<file path="src/rtl/rom_stream_ctrl_pkg.sv">
// Shared definitions for the ROM stream controller: default geometry,
// the 2-bit state codes and the FSM state type.
// Optional checksum output is enabled with ROM_STREAM_CSUM_EN.
package rom_stream_ctrl_pkg;

  // Default ROM geometry
  localparam int DEF_BW = 8;
  localparam int DEF_N  = 16;

  // State codes, kept as plain constants so other tooling can decode them
  localparam logic [1:0] ST_IDLE    = 2'd0;
  localparam logic [1:0] ST_FETCH   = 2'd1;
  localparam logic [1:0] ST_PRESENT = 2'd2;
  localparam logic [1:0] ST_FINISH  = 2'd3;

  typedef enum logic [1:0] {
    IDLE    = ST_IDLE,
    FETCH   = ST_FETCH,
    PRESENT = ST_PRESENT,
    FINISH  = ST_FINISH
  } state_t;

endpackage

</file>
<file path="src/rtl/rom_stream_ctrl_if.sv">
// Command, ROM bus and output stream signals of the ROM stream controller.
// master = controller side, slave = surrounding logic (command source,
// ROM and consumer). With ROM_STREAM_CSUM_EN the csum signal is added.
interface rom_stream_ctrl_if
  import rom_stream_ctrl_pkg::*;
#(
  parameter int BW = DEF_BW,
  parameter int N  = DEF_N
);
  localparam int AW = $clog2(N);

  logic          start;
  logic [AW-1:0] base_addr;
  logic [AW:0]   count;
  logic [AW-1:0] rom_addr;
  logic [BW-1:0] rom_data;
  logic [BW-1:0] out_data;
  logic          out_valid;
  logic          out_ready;
  logic          busy;
  logic          done;
`ifdef ROM_STREAM_CSUM_EN
  logic [BW-1:0] csum;

  modport master (
    input  start, base_addr, count, rom_data, out_ready,
    output rom_addr, out_data, out_valid, busy, done, csum
  );

  modport slave (
    output start, base_addr, count, rom_data, out_ready,
    input  rom_addr, out_data, out_valid, busy, done, csum
  );
`else
  modport master (
    input  start, base_addr, count, rom_data, out_ready,
    output rom_addr, out_data, out_valid, busy, done
  );

  modport slave (
    output start, base_addr, count, rom_data, out_ready,
    input  rom_addr, out_data, out_valid, busy, done
  );
`endif

endinterface

</file>
<file path="src/rtl/rom_addr_ctr.sv">
// Loadable ROM address counter with increment enable and modulo-N wrap.
// The wrap uses an explicit compare against N-1 so non-power-of-two
// depths work. Not affected by ROM_STREAM_CSUM_EN.
module rom_addr_ctr #(
  parameter int N = 16
) (
  input  logic                 clk,
  input  logic                 rst,
  input  logic                 load_i,
  input  logic [$clog2(N)-1:0] load_val_i,
  input  logic                 inc_i,
  output logic [$clog2(N)-1:0] addr_o
);
  localparam int AW = $clog2(N);

  logic [AW-1:0] addr_q;

  // Load has priority over increment; increment wraps N-1 -> 0
  always_ff @(posedge clk) begin
    if (rst) begin
      addr_q <= '0;
    end else if (load_i) begin
      addr_q <= load_val_i;
    end else if (inc_i) begin
      if (addr_q == AW'(N - 1)) begin
        addr_q <= '0;
      end else begin
        addr_q <= addr_q + 1'b1;
      end
    end
  end

  assign addr_o = addr_q;

endmodule

</file>
<file path="src/rtl/rom_stream_ctrl.sv">
// ROM stream controller: on start walks count words of a combinational ROM
// from base_addr (wrapping through 0), registers each word and offers it on
// a valid/ready stream. done pulses for one cycle when the run ends.
// Optional XOR checksum of transferred words: ROM_STREAM_CSUM_EN.
module rom_stream_ctrl
  import rom_stream_ctrl_pkg::*;
#(
  parameter int BW = DEF_BW,
  parameter int N  = DEF_N
) (
  input  logic clk,
  input  logic rst,
  rom_stream_ctrl_if.master sbus
);
  localparam int AW = $clog2(N);

  state_t        state_q, state_d;
  logic [AW:0]   remaining_q, remaining_d;
  logic [BW-1:0] data_q, data_d;
  logic          valid_q, valid_d;
  logic          addr_load;
  logic          addr_inc;
  logic [AW-1:0] addr_q;
  logic          xfer;
`ifdef ROM_STREAM_CSUM_EN
  logic [BW-1:0] csum_q, csum_d;
`endif

  // A word leaves only while it is actually being offered
  assign xfer = valid_q & sbus.out_ready;

  rom_addr_ctr #(
    .N (N)
  ) u_addr_ctr (
    .clk        (clk),
    .rst        (rst),
    .load_i     (addr_load),
    .load_val_i (sbus.base_addr),
    .inc_i      (addr_inc),
    .addr_o     (addr_q)
  );

  // Next-state and datapath decisions for the run sequencer
  always_comb begin
    state_d     = state_q;
    remaining_d = remaining_q;
    data_d      = data_q;
    valid_d     = valid_q;
    addr_load   = 1'b0;
    addr_inc    = 1'b0;
`ifdef ROM_STREAM_CSUM_EN
    csum_d      = csum_q;
`endif
    case (state_q)
      IDLE: begin
        if (sbus.start) begin
`ifdef ROM_STREAM_CSUM_EN
          csum_d = '0;
`endif
          if (sbus.count != '0) begin
            addr_load   = 1'b1;
            remaining_d = sbus.count;
            state_d     = FETCH;
          end else begin
            // Empty run: report completion without touching the ROM
            state_d = FINISH;
          end
        end
      end
      FETCH: begin
        // ROM is combinational, so its output for addr_q is settled now
        data_d  = sbus.rom_data;
        valid_d = 1'b1;
        state_d = PRESENT;
      end
      PRESENT: begin
        if (xfer) begin
          valid_d     = 1'b0;
          remaining_d = remaining_q - 1'b1;
`ifdef ROM_STREAM_CSUM_EN
          csum_d      = csum_q ^ data_q;
`endif
          if (remaining_q == {{AW{1'b0}}, 1'b1}) begin
            state_d = FINISH;
          end else begin
            addr_inc = 1'b1;
            state_d  = FETCH;
          end
        end
      end
      FINISH: begin
        state_d = IDLE;
      end
      default: begin
        state_d = IDLE;
      end
    endcase
  end

  // State and datapath registers; reset drops any in-flight word
  always_ff @(posedge clk) begin
    if (rst) begin
      state_q     <= IDLE;
      remaining_q <= '0;
      data_q      <= '0;
      valid_q     <= 1'b0;
`ifdef ROM_STREAM_CSUM_EN
      csum_q      <= '0;
`endif
    end else begin
      state_q     <= state_d;
      remaining_q <= remaining_d;
      data_q      <= data_d;
      valid_q     <= valid_d;
`ifdef ROM_STREAM_CSUM_EN
      csum_q      <= csum_d;
`endif
    end
  end

  assign sbus.rom_addr  = addr_q;
  assign sbus.out_data  = data_q;
  assign sbus.out_valid = valid_q;
  assign sbus.busy      = (state_q != IDLE);
  assign sbus.done      = (state_q == FINISH);
`ifdef ROM_STREAM_CSUM_EN
  assign sbus.csum      = csum_q;
`endif

endmodule
</file>
<file path="src/flat_wrapper.sv">
// flat-port wrapper written by rule: the top's interface ports become plain ports
module rom_stream_ctrl_flat import rom_stream_ctrl_pkg::*;
#(
  parameter int BW = DEF_BW,
  parameter int N  = DEF_N
)
  (clk, rst, sbus_start, sbus_base_addr, sbus_count, sbus_rom_data, sbus_out_ready, sbus_rom_addr, sbus_out_data, sbus_out_valid, sbus_busy, sbus_done);
  rom_stream_ctrl_if #(.BW(BW), .N(N)) sbus_i ();
  input  logic clk;
  input  logic rst;
  input wire logic [$bits(sbus_i.start)-1:0] sbus_start;
  input wire logic [$bits(sbus_i.base_addr)-1:0] sbus_base_addr;
  input wire logic [$bits(sbus_i.count)-1:0] sbus_count;
  input wire logic [$bits(sbus_i.rom_data)-1:0] sbus_rom_data;
  input wire logic [$bits(sbus_i.out_ready)-1:0] sbus_out_ready;
  output wire logic [$bits(sbus_i.rom_addr)-1:0] sbus_rom_addr;
  output wire logic [$bits(sbus_i.out_data)-1:0] sbus_out_data;
  output wire logic [$bits(sbus_i.out_valid)-1:0] sbus_out_valid;
  output wire logic [$bits(sbus_i.busy)-1:0] sbus_busy;
  output wire logic [$bits(sbus_i.done)-1:0] sbus_done;
  assign sbus_i.start = sbus_start;
  assign sbus_i.base_addr = sbus_base_addr;
  assign sbus_i.count = sbus_count;
  assign sbus_i.rom_data = sbus_rom_data;
  assign sbus_i.out_ready = sbus_out_ready;
  assign sbus_rom_addr = sbus_i.rom_addr;
  assign sbus_out_data = sbus_i.out_data;
  assign sbus_out_valid = sbus_i.out_valid;
  assign sbus_busy = sbus_i.busy;
  assign sbus_done = sbus_i.done;
  rom_stream_ctrl #(.BW(BW), .N(N)) u_core (.clk(clk), .rst(rst), .sbus(sbus_i));
endmodule
</file>
<file path="config.mk">
export PLATFORM = sky130hd
export DESIGN_NAME = rom_stream_ctrl_flat
export DESIGN_NICKNAME = d
export VERILOG_FILES = /design/src/rtl/rom_stream_ctrl_pkg.sv /design/src/rtl/rom_stream_ctrl_if.sv /design/src/rtl/rom_addr_ctr.sv /design/src/rtl/rom_stream_ctrl.sv /design/src/flat_wrapper.sv
export SDC_FILE = /design/constraint.sdc
export NUM_CORES = 1
export LEC_CHECK = 0
export BUFFER_PORTS_ARGS = -buffer_cell sky130_fd_sc_hd__buf_2
export CAP_MARGIN = 30
export CORE_ASPECT_RATIO = 0.9
export CORE_UTILIZATION = 44
export DETAILED_ROUTE_END_ITERATION = 8
export PLACE_DENSITY = 0.74
export SKIP_LAST_GASP = 1
export SYNTH_ARGS = -nofsm -noshare
export SYNTH_HDL_FRONTEND = slang
export SYNTH_SLANG_ARGS = --single-unit
</file>
<file path="constraint.sdc">
create_clock -name clk -period 1.6 [get_ports clk]
set_input_delay 0.08 -clock clk [delete_from_list [all_inputs] [get_ports clk]]
set_output_delay 0.08 -clock clk [all_outputs]
set_load 0.03 [all_outputs]
</file>
==> reports/summary.txt <==
hold path startpoint: sbus_rom_data[5]
M2 GR Usage: 33.9%
CTS tree: done
Top FF cell, synth: dfxtp_1
DIE WIDTH: 54.2 um
sequential share of the synthesized area: 37.1%
Post-Syn Area: 1080 um2
crit share post-route: 102%
failing checks: setup timing
Synth Area in Simple Gates: 20.9%
initial antenna violation count: 0
Post-Synth XOR/XNOR Area: 0.812%
Crit. Startpoint: u_core.remaining_q[0]$_SDFFE_PP0P_
largest net degree at the start of global routing: 19
standard-cell row count: 16
Post-DP Area: 1310 um2
Initial Util: 48.1%
H-tree levels: 1
GR Overflow Total: 0
top cells by area, synth: dfxtp_1, mux2i_1, nor2_1
Synth Area in Adders: 3.48%
mux share of post-synthesis cell area: 13.0%
CP max-delay cell: dfxtp_4
CTS Buf Count: 3
final worst slack: -0.0346 ns
first-pass GRT wire length: 4.10 mm
CTS Root Cell: clkbuf_4
layout cells sized above 1: 36.6%
Max VDD drop: 0.589 mV
fraction of synthesized cell area taken by the top area cell type: 37.1%
final-report max-slew violation count: 0
met1 Use GR: 24.5%
post-detail-place hpwl: 1.82 mm
vias in the first global route: 971
Post-DRT Antenna Nets: 0
Yosys reg bits: 20
vias post-DR: 1,031
MaxCap Viol Count: 0
clk slew on worst S/H paths: 0.10 ns
met3 Use GR: 7.17%
r2r worst-path depth: 6
Synth Area in Compound Gates: 20.8%
unrepaired setup endpoints after global routing: true
post-route cell area: 1400 um2
fmax: 612 MHz
Leak: 0.648 nW
Final #Nets: 190
Period minus WS final: 1.63 ns
ANT cells: 0
RR Endpoint: u_core.remaining_q[4]$_SDFFE_PP0P_
Placed Cells: 185
Worst Clk Skew: 0.00255 ns
Core ar.: 2240 um2
TNS Setup: -0.0475 ns
DR WL/cell: 13.1 um
DRT Pass-1 Iters: 4
Buf+Inv Stages, Crit Path: 1
synthesized instance count: 123
final core occ: 62.4%
Worst path most repeated cell: or3b_4
Mapped Nets: 147
die span in y: 49.0 um
# setup viols final: 2
CTS sink cnt: 20
crit path cell chain: inv_4, ha_4, or3b_4, or3b_4, a21oi_2, a32o_2
DRT iter0 DRCs: 13
Layout area overhead: 29.7%
Max FO, Critical Path: 4
Remaining DRCs: 0
Via density: 5.40
Total Wirelength: 2.50 mm
WP data arrival: 1.89 ns
CTS Buffer Depth: 2
final hold viol count: 0
Hold Path Depth: 3
status: finished with violations
Reg2Reg Launch Point: u_core.remaining_q[0]$_SDFFE_PP0P_
CP max stage delay: 0.38 ns
Netlist cell types: 37
GRT Total Usage: 21.2%
asr flop ratio synth: 0%
Slew @ Worst Pin: 0.444 ns
startpoint types: register
delay-heaviest family, CP: simple AND/OR/NAND/NOR gates
warnings from Yosys: 0
fin cells: 191
Total Power: 1.21 mW
port buffer count: 35
Power Dens Cells: 862 nW/um2
Synth area leader: dfxtp_1
die footprint: 2650 um2
r2r setup slk: -0.03 ns
Placer Congestion: 0.863
Critical Setup Path Class: reg2reg
Top-Level Pins: 36
Hold EP: u_core.sbus.out_data[5]$_SDFFE_PP0P_
Avg Inst Size Synth: 8.77 um2
GR peak layer: met2
Critical Path RT: 1.86 ns
Hold Crit Class: in2reg
Max-slew headroom: 70.2%
clk_lat worst skew: 0.30 ns
number of flops mapped to enable cells by yosys: 0
largest family of logic cells by synthesized area: simple AND/OR/NAND/NOR gates
Setup crit end kind: register
==> cells by family after synthesis <==
group,after synthesis
compound gates,34
xor+xnor,1
simple gates,41
flops,20
mux,14
fa+ha+maj,3
buf+inv,10
==> synth_stat cells, types with 2 or more instances <==
library cell and instances:
dfxtp_1 20, nor2_1 15, mux2i_1 14, a21oi_1 10, buf_2 4, inv_1 4, nand3_1 4, nor2b_1 4
o21ai_1 4, a211oi_1 3, ha_1 3, nand2_1 3, o21ai_0 3, a211o_1 2, a21o_1 2, a31oi_1 2
a32o_2 2, clkbuf_1 2, nand2b_1 2, nor3_1 2, or3b_1 2
==> per-layer routing <==
metal	share of wire, %	routed length (um)
met5	0	0
met4	1.8	44
met3	5.1	128
met2	49	1220
met1	44	1110
==> worst min-delay path, delay by kind of cell <==
family / cells / cell delay [ns]
and+or+nand+nor: 1 / 0.08
buffers and inverters: 1 / 0.08
muxes: 1 / 0.05
==> power breakdown <==
group | internal, mW | total, mW | switching, mW
registers | 0.541 | 0.588 | 0.0471
logic | 0.178 | 0.379 | 0.201
clock network | 0.0881 | 0.238 | 0.150
total | 0.807 | 1.21 | 0.398
==> cell type report <==
type | count | area, um2
clock buffers | 3 | 22.5
well taps | 27 | 33.8
multi-input cells | 93 | 669
repair buffers | 44 | 248
flip-flops and latches | 20 | 405
fillers | 202 | 843
inverters | 4 | 20.0
==> cell usage in the layout (no fill, tap or decap), types with 2 or more instances in the layout <==
cell type and count:
nand2_1 3, nor3_1 2, buf_4 7, a32o_2 2, nor2_1 15, a211o_1 2, nand2b_1 2, inv_4 2
a211oi_1 3, nor2b_1 4, ha_4 2, clkbuf_4 3, buf_2 35, a21oi_1 9, inv_1 2, or3b_4 2
dlygate4sd3_1 2, a31oi_1 2, dfxtp_1 18, o21ai_1 4, mux2i_1 14, a21o_1 2, nand3_1 4, o21ai_0 3
==> worst max-delay path by stage <==
stage / end / cells past startpoint / slack [ns]
2_1_floorplan: u_core.remaining_q[4]$_SDFFE_PP0P_ / 6 / 0.04
3_3_place_gp: u_core.remaining_q[4]$_SDFFE_PP0P_ / 6 / 0.04
3_5_place_dp: u_core.remaining_q[4]$_SDFFE_PP0P_ / 6 / -0.06
4_1_cts: u_core.u_addr_ctr.addr_o[1]$_SDFFE_PP0P_ / 6 / -0.02
5_1_grt: u_core.remaining_q[4]$_SDFFE_PP0P_ / 6 / -0.09
6_report: u_core.remaining_q[4]$_SDFFE_PP0P_ / 6 / -0.03
==> flip-flops by register name, indices dropped and copies added, names as in the netlist <==
signal                    cells
u_core.sbus.out_data          8
u_core.remaining_q            5
u_core.u_addr_ctr.addr_o      4
u_core.state_q                2
u_core.sbus.out_valid         1
==> timing repair <==
action	4_1_cts	5_1_grt
setup endpoints to repair	2	4
pin swaps	5	4
hold buffers	0	2
resized for setup	7	7
buffers inserted	1	0
hold endpoints to repair	0	2
==> per-stage QoR <==
stage | hold WS, ns | worst slack [ns]
after floorplan | 0.227 | 0.0418
after global placement | 0.315 | 0.0368
after detailed placement | 0.326 | -0.0599
after CTS | 0.000280 | -0.0227
after global routing | 0.0105 | -0.0946
final | 0.0108 | -0.0346
(Power assumes the default switching activity.)
